## src/rtl/ship_input_scheduler.sv

```systemverilog
// ship_input_scheduler: debounced buttons to one-cycle ship move and laser fire commands
module ship_input_scheduler #(
  parameter int DEBOUNCE_CYCLES = 250000,
  parameter int MOVE_PERIOD     = 2,
  parameter int COOLDOWN_FRAMES = 15
) (
  input  logic       clk,
  input  logic       reset,
  input  logic       btn_left,
  input  logic       btn_right,
  input  logic       btn_fire,
  input  logic       frame_tick,
  input  logic       enable,
  input  logic [9:0] gun_position,
  input  logic       laser_active,
  output logic       move_left,
  output logic       move_right,
  output logic       fire,
  output logic [9:0] fire_x,
  output logic       busy
);
  localparam int DW = $clog2(DEBOUNCE_CYCLES + 1);
  localparam int MW = $clog2(MOVE_PERIOD + 1);
  localparam int CW = COOLDOWN_FRAMES > 0 ? $clog2(COOLDOWN_FRAMES + 1) : 1;
  localparam logic [DW-1:0] DB_LAST = DW'(DEBOUNCE_CYCLES - 1);
  localparam logic [MW-1:0] MV_LAST = MW'(MOVE_PERIOD - 1);
  localparam logic [CW-1:0] CD_LAST = CW'(COOLDOWN_FRAMES - 1);
  typedef enum logic [1:0] {IDLE, FIRE, FLIGHT, COOLDOWN} state_t;
  logic [2:0] raw, sync1_q, sync2_q, db_q, db_d;
  logic [DW-1:0] db_cnt_q [3];
  logic [DW-1:0] db_cnt_d [3];
  logic [MW-1:0] mv_cnt_q, mv_cnt_d;
  logic [CW-1:0] cd_cnt_q, cd_cnt_d;
  logic [9:0] fire_x_q, fire_x_d;
  logic move_left_q, move_left_d, move_right_q, move_right_d;
  logic fire_prev_q, first_q, first_d;
  logic dir_l, dir_r, rise;
  state_t state_q, state_d;
  assign raw = {btn_fire, btn_right, btn_left};
  // two-flop synchroniser per button; bit 0 left, 1 right, 2 fire
  always_ff @(posedge clk) begin
    if (reset) begin
      sync1_q <= '0;
      sync2_q <= '0;
    end else begin
      sync1_q <= raw;
      sync2_q <= sync1_q;
    end
  end
  // debouncer: flip the stable value once the input has disagreed DEBOUNCE_CYCLES cycles in a row
  always_comb begin
    db_d = db_q;
    for (int i = 0; i < 3; i++) begin
      db_cnt_d[i] = '0;
      if (sync2_q[i] != db_q[i]) begin
        if (db_cnt_q[i] == DB_LAST) db_d[i] = sync2_q[i];
        else db_cnt_d[i] = db_cnt_q[i] + 1'b1;
      end
    end
  end
  // debouncer state registers
  always_ff @(posedge clk) begin
    if (reset) begin
      db_q <= '0;
      for (int i = 0; i < 3; i++) db_cnt_q[i] <= '0;
    end else begin
      db_q <= db_d;
      for (int i = 0; i < 3; i++) db_cnt_q[i] <= db_cnt_d[i];
    end
  end
  assign dir_l = enable & db_q[0] & ~db_q[1];
  assign dir_r = enable & db_q[1] & ~db_q[0];
  // move scheduler: idle counter parks at its last value so a fresh press steps on the next tick
  always_comb begin
    mv_cnt_d = !(dir_l | dir_r) ? MV_LAST :
               !frame_tick ? mv_cnt_q :
               mv_cnt_q == MV_LAST ? '0 : mv_cnt_q + 1'b1;
    move_left_d  = dir_l & frame_tick & (mv_cnt_q == MV_LAST);
    move_right_d = dir_r & frame_tick & (mv_cnt_q == MV_LAST);
  end
  // move scheduler registers
  always_ff @(posedge clk) begin
    if (reset) begin
      mv_cnt_q     <= MV_LAST;
      move_left_q  <= 1'b0;
      move_right_q <= 1'b0;
    end else begin
      mv_cnt_q     <= mv_cnt_d;
      move_left_q  <= move_left_d;
      move_right_q <= move_right_d;
    end
  end
  assign rise = db_q[2] & ~fire_prev_q;
  // fire sequencer next state; the laser block is a cycle late, so the first FLIGHT cycle ignores it
  always_comb begin
    state_d  = state_q;
    first_d  = state_q == FIRE;
    fire_x_d = state_q == FIRE ? gun_position : fire_x_q;
    cd_cnt_d = state_q == COOLDOWN && frame_tick ? cd_cnt_q + 1'b1 :
               state_q == COOLDOWN ? cd_cnt_q : '0;
    case (state_q)
      IDLE:     state_d = rise && enable ? FIRE : IDLE;
      FIRE:     state_d = FLIGHT;
      FLIGHT:   state_d = !first_q && !laser_active ? COOLDOWN : FLIGHT;
      COOLDOWN: state_d = COOLDOWN_FRAMES == 0 || (frame_tick && cd_cnt_q == CD_LAST) ? IDLE : COOLDOWN;
      default:  state_d = IDLE;
    endcase
  end
  // fire sequencer registers; the edge detector tracks the button in every state so holds never repeat
  always_ff @(posedge clk) begin
    if (reset) begin
      state_q     <= IDLE;
      first_q     <= 1'b0;
      fire_prev_q <= 1'b0;
      fire_x_q    <= '0;
      cd_cnt_q    <= '0;
    end else begin
      state_q     <= state_d;
      first_q     <= first_d;
      fire_prev_q <= db_q[2];
      fire_x_q    <= fire_x_d;
      cd_cnt_q    <= cd_cnt_d;
    end
  end
  assign move_left  = move_left_q;
  assign move_right = move_right_q;
  assign fire       = state_q == FIRE;
  assign fire_x     = fire ? gun_position : fire_x_q;
  assign busy       = state_q != IDLE;
endmodule

```

## config.mk

```make
export PLATFORM = sky130hd
export DESIGN_NAME = ship_input_scheduler
export DESIGN_NICKNAME = d
export VERILOG_FILES = /design/src/rtl/ship_input_scheduler.sv
export SDC_FILE = /design/constraint.sdc
export NUM_CORES = 1
export LEC_CHECK = 0
export ABC_AREA = 1
export ABC_CLOCK_PERIOD_IN_PS = 2900
export CORE_MARGIN = 2
export CORE_UTILIZATION = 35
export DETAILED_ROUTE_END_ITERATION = 7
export SLEW_MARGIN = 20
export SYNTH_ARGS = -nofsm -noshare
export SYNTH_HDL_FRONTEND = slang
export SYNTH_SLANG_ARGS = --single-unit
```

## constraint.sdc

```tcl
create_clock -name clk -period 2.9 [get_ports clk]
set_clock_uncertainty 0.2 [all_clocks]
set_input_delay 0.58 -clock clk [delete_from_list [all_inputs] [get_ports clk]]
set_output_delay 0.58 -clock clk [all_outputs]
set_load 0.1 [all_outputs]
```

==> results of run 1 <==
[state kept, by name, indices dropped and copies added (netlist names)]
register     cells
sync1_q          3
move_right       1
fire_prev_q      1
fire_x_q        10
mv_cnt_q         2
first_q          1
db_cnt_q        54
sync2_q          3
db_q             3
state_q          2
move_left        1
cd_cnt_q         4
[placed cells by master, fill, tap and decap left out, drive strengths merged]
cell           count
a211oi             1
a21oi             19
a31oi              2
buf               15
bufinv             2
clkbuf            11
clkdlybuf4s50     17
clkinv             2
clkinvlp           2
dfxtp             85
ha                 5
inv               93
mux2i              1
nand2            143
nand3             34
nand4             13
nor2             136
nor3              13
nor4b              1
o211ai             1
o21ai             23
o21bai             4
or2               13
xnor2              1
xor2              15
[layer usage]
metal  GRT usage [%]  part of all wire, %  up-vias  routed length, um
li1                -                    -     1963                  -
met1            17.6                   48     1630               4050
met2            22.9                   45       61               3820
met3            3.32                  4.9       10                413
met4            5.93                  1.7        0                140
met5               0                    0        -                  0
[cell usage after synthesis (3+ instances only)]
| library cell | number |
|---|---|
| nand3_1 | 31 |
| o21ai_0 | 21 |
| nand4_1 | 13 |
| o21bai_4 | 3 |
| nor3_1 | 13 |
| nand2_1 | 141 |
| clkbuf_1 | 3 |
| inv_1 | 93 |
| dfxtp_1 | 85 |
| nor2_4 | 7 |
| buf_6 | 4 |
| xor2_1 | 15 |
| or2_2 | 11 |
| a21oi_1 | 17 |
| nor2_1 | 128 |
| ha_1 | 5 |
[cells by family after synthesis]
logic type                 synth area share [%]
AOI/OAI and AO/OA                          7.39
xor gates and xnor gates                   3.35
adders and majority gates                  1.50
buffers and inverters                      10.1
DFF                                        40.7
muxes                                     0.239
and+or+nand+nor                            36.8
[where the power goes]
part / internal (uW) / leakage (uW) / switching (uW)
clock network: 779 / 0.000152 / 470
registers: 1170 / 0.000686 / 2.56
logic: 28.4 / 0.00109 / 23.2
[final cells by class]
class / count / area [um^2]
well taps: 143 / 179
clock buffers: 11 / 243
inverters: 94 / 354
multi-input cells: 425 / 2060
fillers: 1166 / 6490
flip-flops and latches: 85 / 1700
clock inverters: 5 / 83.8
repair buffers: 32 / 408
[stage by stage]
step                util (%)  total power, uW  instances
floorplan                  -             1230        613
global placement        40.8             1250        779
detailed placement      40.8             1250        779
CTS                     43.7             2510        795
global route            43.7             2570        795
finish                  43.7             2480        795
[critical path, cell delays in order, from the launching register on]
cell     delay [ns]
dfxtp_1        0.36
inv_1          0.07
nor2_2         0.28
inv_1          0.23
o21ai_0        0.27
inv_1          0.11
buf_12         0.18
[worst paths after layout]
path / from / to / slack, ns / cells after the start
max: state_q[0]$_SDFF_PP0_ / fire_x[2] / 0.27 / 6
min: sync1_q[1]$_SDFF_PP0_ / sync2_q[1]$_SDFF_PP0_ / 0.20 / 2
max reg2reg: db_cnt_q[0][0]$_SDFF_PP0_ / db_cnt_q[0][11]$_SDFF_PP0_ / 1.14 / 6
min reg2reg: sync1_q[1]$_SDFF_PP0_ / sync2_q[1]$_SDFF_PP0_ / 0.20 / 2
==> impl_metrics.yaml, run 1 <==
synthesis:
  yosysTopAreaCell: "dfxtp_1"
  synth-warning-count: 0
  avgSynthCellArea_um2: 6.82
  syn_nets: 636
  post_synth_instance_area_um2: 4180
  ys_async_sr_fraction_pct: 0
  synth_edf_count: 0
  synthCells: 613
  synth_top_flop_cell: "dfxtp_1"
  yosys-top-cells-area: "dfxtp_1 (41%), nand2_1 (13%), nor2_1 (11%)"
  ys_seq_area_share_pct: 40.7
  ys_types: 33
  yosysTopAreaCellShare_pct: 40.7
  synth-seq-cells: 85
routing:
  drt-total-wl_mm: 8.43
  drt-initial-drc-count: 141
  drt-pass1-iter-count: 4
  via_count: 3664
  post-route-drc-count: 0
  via_per_inst: 4.61
  wire_per_inst_um: 10.6
  ant_nets: 0
timing:
  period_share_pct: 90.7
  max_freq_mhz: 380
  drv_slew: 0
  rsz0062_at_grt: "no"
  setup-violations-final: 0
  hold_ws_ns: 0.205
  fin_crit_ns: 2.63
  setup_ws_ns: 0.270
  relSlewSlack_pct: 72.5
  hold_violations: 0
  tightest_slew_ns: 0.411
  setup_tns_ns: 0
pwr:
  leakage_uw: 0.00193
  peakVddDrop_uv: 219
  power.density_nw_per_um2: 492
cts:
  cts_root_buf: "clkbuf_16"
  ctsResizeCount: 0
  clock_sinks: 85
  clkTransAtPathRegs_ns: 0.06
  cts_tree: "done"
  cts_buffers: 9
  clk_latency_ns: 0.34
  post_cts_buffers: 0
  cts_max_level: 3
  clock_path_buffers: 2
  postCtsHoldBufs: 0
floorplanning:
  die_area_um2: 12800
  die_height_um: 113
  io_pins: 32
  row_count: 39
  core-area_um2: 11500
  die_w_um: 113
  initial_core_util_pct: 36.3
hold_path:
  hold_path.class: "flop to flop"
global_routing:
  grt_usage_pct: 14.0
  grt_max_degree: 17
  globalRouteOverflowTotal: 0
  antenna_found_initial: 0
  grt_pass1_vias: 3509
  grt_pass1_wl_mm: 14.8
final_layout:
  drive_above_1_share_pct: 9.36
  final_area_um2: 5030
  diodes: 0
  fin_nets: 670
  area_growth_pct: 20.3
placed_design:
  dp_slack_ns: 0.408
  gp_congestion: 0.867
  hpwl_mm: 6.39
  portBuffers: 31
  place_area_um2: 4700
status:
  status: "completed"
critical_path:
  critical_path_arrival_ns: 1.85
  crit_fanout: 12
  crit_path_start_kind: "flop"
  critPathKind: "flop to output pin"
  cp-end-kind: "output pin"
  critPathRequiredTime_ns: 2.12
run:
  cap_violations: 0
Note: power is estimated with default switching activity, not from simulation.
==> run 2: changes to the inputs <==
==> constraint.sdc (replaced) <==
create_clock -name clk -period 2.9 [get_ports clk]
set_clock_uncertainty 0.2 [all_clocks]
set_input_delay 0.725 -clock clk [delete_from_list [all_inputs] [get_ports clk]]
set_output_delay 0.725 -clock clk [all_outputs]
set_load 0.1 [all_outputs]
==> run 2 against run 1 <==
Non-clock buffer count grew 2; hold slack got worse by 0.0017 ns; core utilization up 0.40 points; global-route usage fell by 0.31 points; cell count increased by 0.25%; register-to-register slack gained 0.02 ns; critical path type unchanged; clock power is 6% higher; sequential cell count unchanged; die area is the same.
==> impl_metrics.yaml, run 2 (same netlist as run 1, synthesis figures left out) <==
critical_path:
  r2r_slack_ns: 1.16
  crit_fanout: 12
  cp-end-kind: "output pin"
  critPathKind: "flop to output pin"
  critPathRequiredTime_ns: 1.98
  crit_path_start_kind: "flop"
  ff2ff_path_depth: 6
  rr_endpoint: "db_cnt_q[0][13]$_SDFF_PP0_"
  timing.rr.start: "db_cnt_q[0][0]$_SDFF_PP0_"
  critical_path_arrival_ns: 1.74
placed_design:
  portBuffers: 31
  hpwl_mm: 6.44
  gp_congestion: 0.886
  dp.cells: 781
  place_area_um2: 4730
  dp_slack_ns: 0.318
pwr:
  power.density_nw_per_um2: 502
  leakage_uw: 0.00195
  peakVddDrop_uv: 300
final_layout:
  final_area_um2: 5080
  diodes: 0
  fin_nets: 672
  largest_reg_flops: 54
  fillCellCount: 1171
  reg_top3: "db_cnt_q (54), fire_x_q (10), cd_cnt_q (4)"
  area_growth_pct: 21.4
  drive_above_1_share_pct: 9.63
  layout_commonest_cell: "nand2_1"
  largest_register: "db_cnt_q"
  instances_no_fill: 797
  most-common-layout-cells: "nand2_1 (141), nor2_1 (128), inv_1 (93)"
timing:
  setup_ws_ns: 0.234
  setup-violations-final: 0
  period_share_pct: 91.9
  tightest_slew_ns: 0.409
  rsz0062_at_grt: "no"
  max_freq_mhz: 375
  hold_violations: 0
  drv_slew: 0
  relSlewSlack_pct: 72.7
  hold_ws_ns: 0.203
  setup_tns_ns: 0
  fin_crit_ns: 2.67
global_routing:
  grt_usage_pct: 13.7
  antenna_found_initial: 0
  grt_pass1_vias: 3487
  grt_pass1_wl_mm: 14.5
  grtUsageMet1_pct: 16.8
  grt_use_met2_pct: 22.7
  grt_max_degree: 16
  grt_use_met3_pct: 3.11
  grt_busiest_layer: "met2"
  globalRouteOverflowTotal: 0
status:
  status: "completed"
routing:
  via_count: 3664
  drt-pass1-iter-count: 4
  ant_nets: 0
  wire_per_inst_um: 10.5
  via_per_inst: 4.60
  drt-total-wl_mm: 8.35
  drt-initial-drc-count: 149
  post-route-drc-count: 0
floorplanning:
  die_area_um2: 12800
  die_w_um: 113
  row_count: 39
  io_pins: 32
  core-area_um2: 11500
  die_height_um: 113
  initial_core_util_pct: 36.3
cts:
  cts_max_level: 3
  clkTransAtPathRegs_ns: 0.06
  clock_sinks: 85
  cts_root_buf: "clkbuf_16"
  post_cts_buffers: 0
  ctsResizeCount: 0
  cts_tree: "done"
  cts_buffers: 9
  clock_path_buffers: 2
  postCtsHoldBufs: 0
  clk_latency_ns: 0.34
hold_path:
  hold_path.class: "flop to flop"
  min_to: "sync2_q[1]$_SDFF_PP0_"
  worstHoldStart: "sync1_q[1]$_SDFF_PP0_"
  holdPathStages: 2
run:
  cap_violations: 0
## run 2: power breakdown
part | internal [uW] | leakage [uW] | switching, uW | total [uW]
registers | 1170 | 0.000686 | 2.67 | 1180
clock network | 845 | 0.000162 | 475 | 1320
logic | 29.3 | 0.00111 | 23.5 | 52.8
## run 2: worst max path at each step
stage / start / slack, ns / end
final: state_q[0]$_SDFF_PP0_ / 0.23 / fire_x[3]
after global routing: state_q[0]$_SDFF_PP0_ / 0.01 / fire_x[3]
after CTS: state_q[0]$_SDFF_PP0_ / 0.19 / fire_x[3]
after detailed placement: gun_position[3] / 0.32 / fire_x[3]
after global placement: gun_position[9] / 0.36 / fire_x[9]
after floorplan: state_q[0]$_SDFF_PP0_ / 0.06 / fire_x[0]
## run 2: critical path: stages, from the launching register on
cell     delay, ns
dfxtp_1       0.35
inv_1         0.07
nor2_1        0.09
buf_4         0.18
inv_1         0.16
o21ai_0       0.27
inv_1         0.11
buf_12        0.18
## run 2: cell type report
class                           count  area (um^2)  area share, %
Timing Repair Buffer               34          435           8.58
Inverter                           94          354           6.98
Multi-Input combinational cell    425         2060           40.5
Clock inverter                      7          123           2.42
Clock buffer                        9          225           4.44
Tap cell                          143          179           3.52
Sequential cell                    85         1700           33.5
## run 2: per-layer routing
layer | share of wire, % | up-vias | routed length (um)
met2 | 45 | 71 | 3760
met3 | 5.2 | 13 | 436
met1 | 48 | 1611 | 3980
met4 | 2.0 | 0 | 165
li1 | - | 1969 | -
met5 | 0 | - | 0
## run 2: metrics by stage
| step | utilization (%) | power [uW] |
|---|---|---|
| 2_1_floorplan | - | 1230 |
| 3_3_place_gp | 41.1 | 1250 |
| 3_5_place_dp | 41.1 | 1250 |
| 4_1_cts | 44.1 | 2580 |
| 5_1_grt | 44.1 | 2620 |
| 6_report | 44.1 | 2550 |
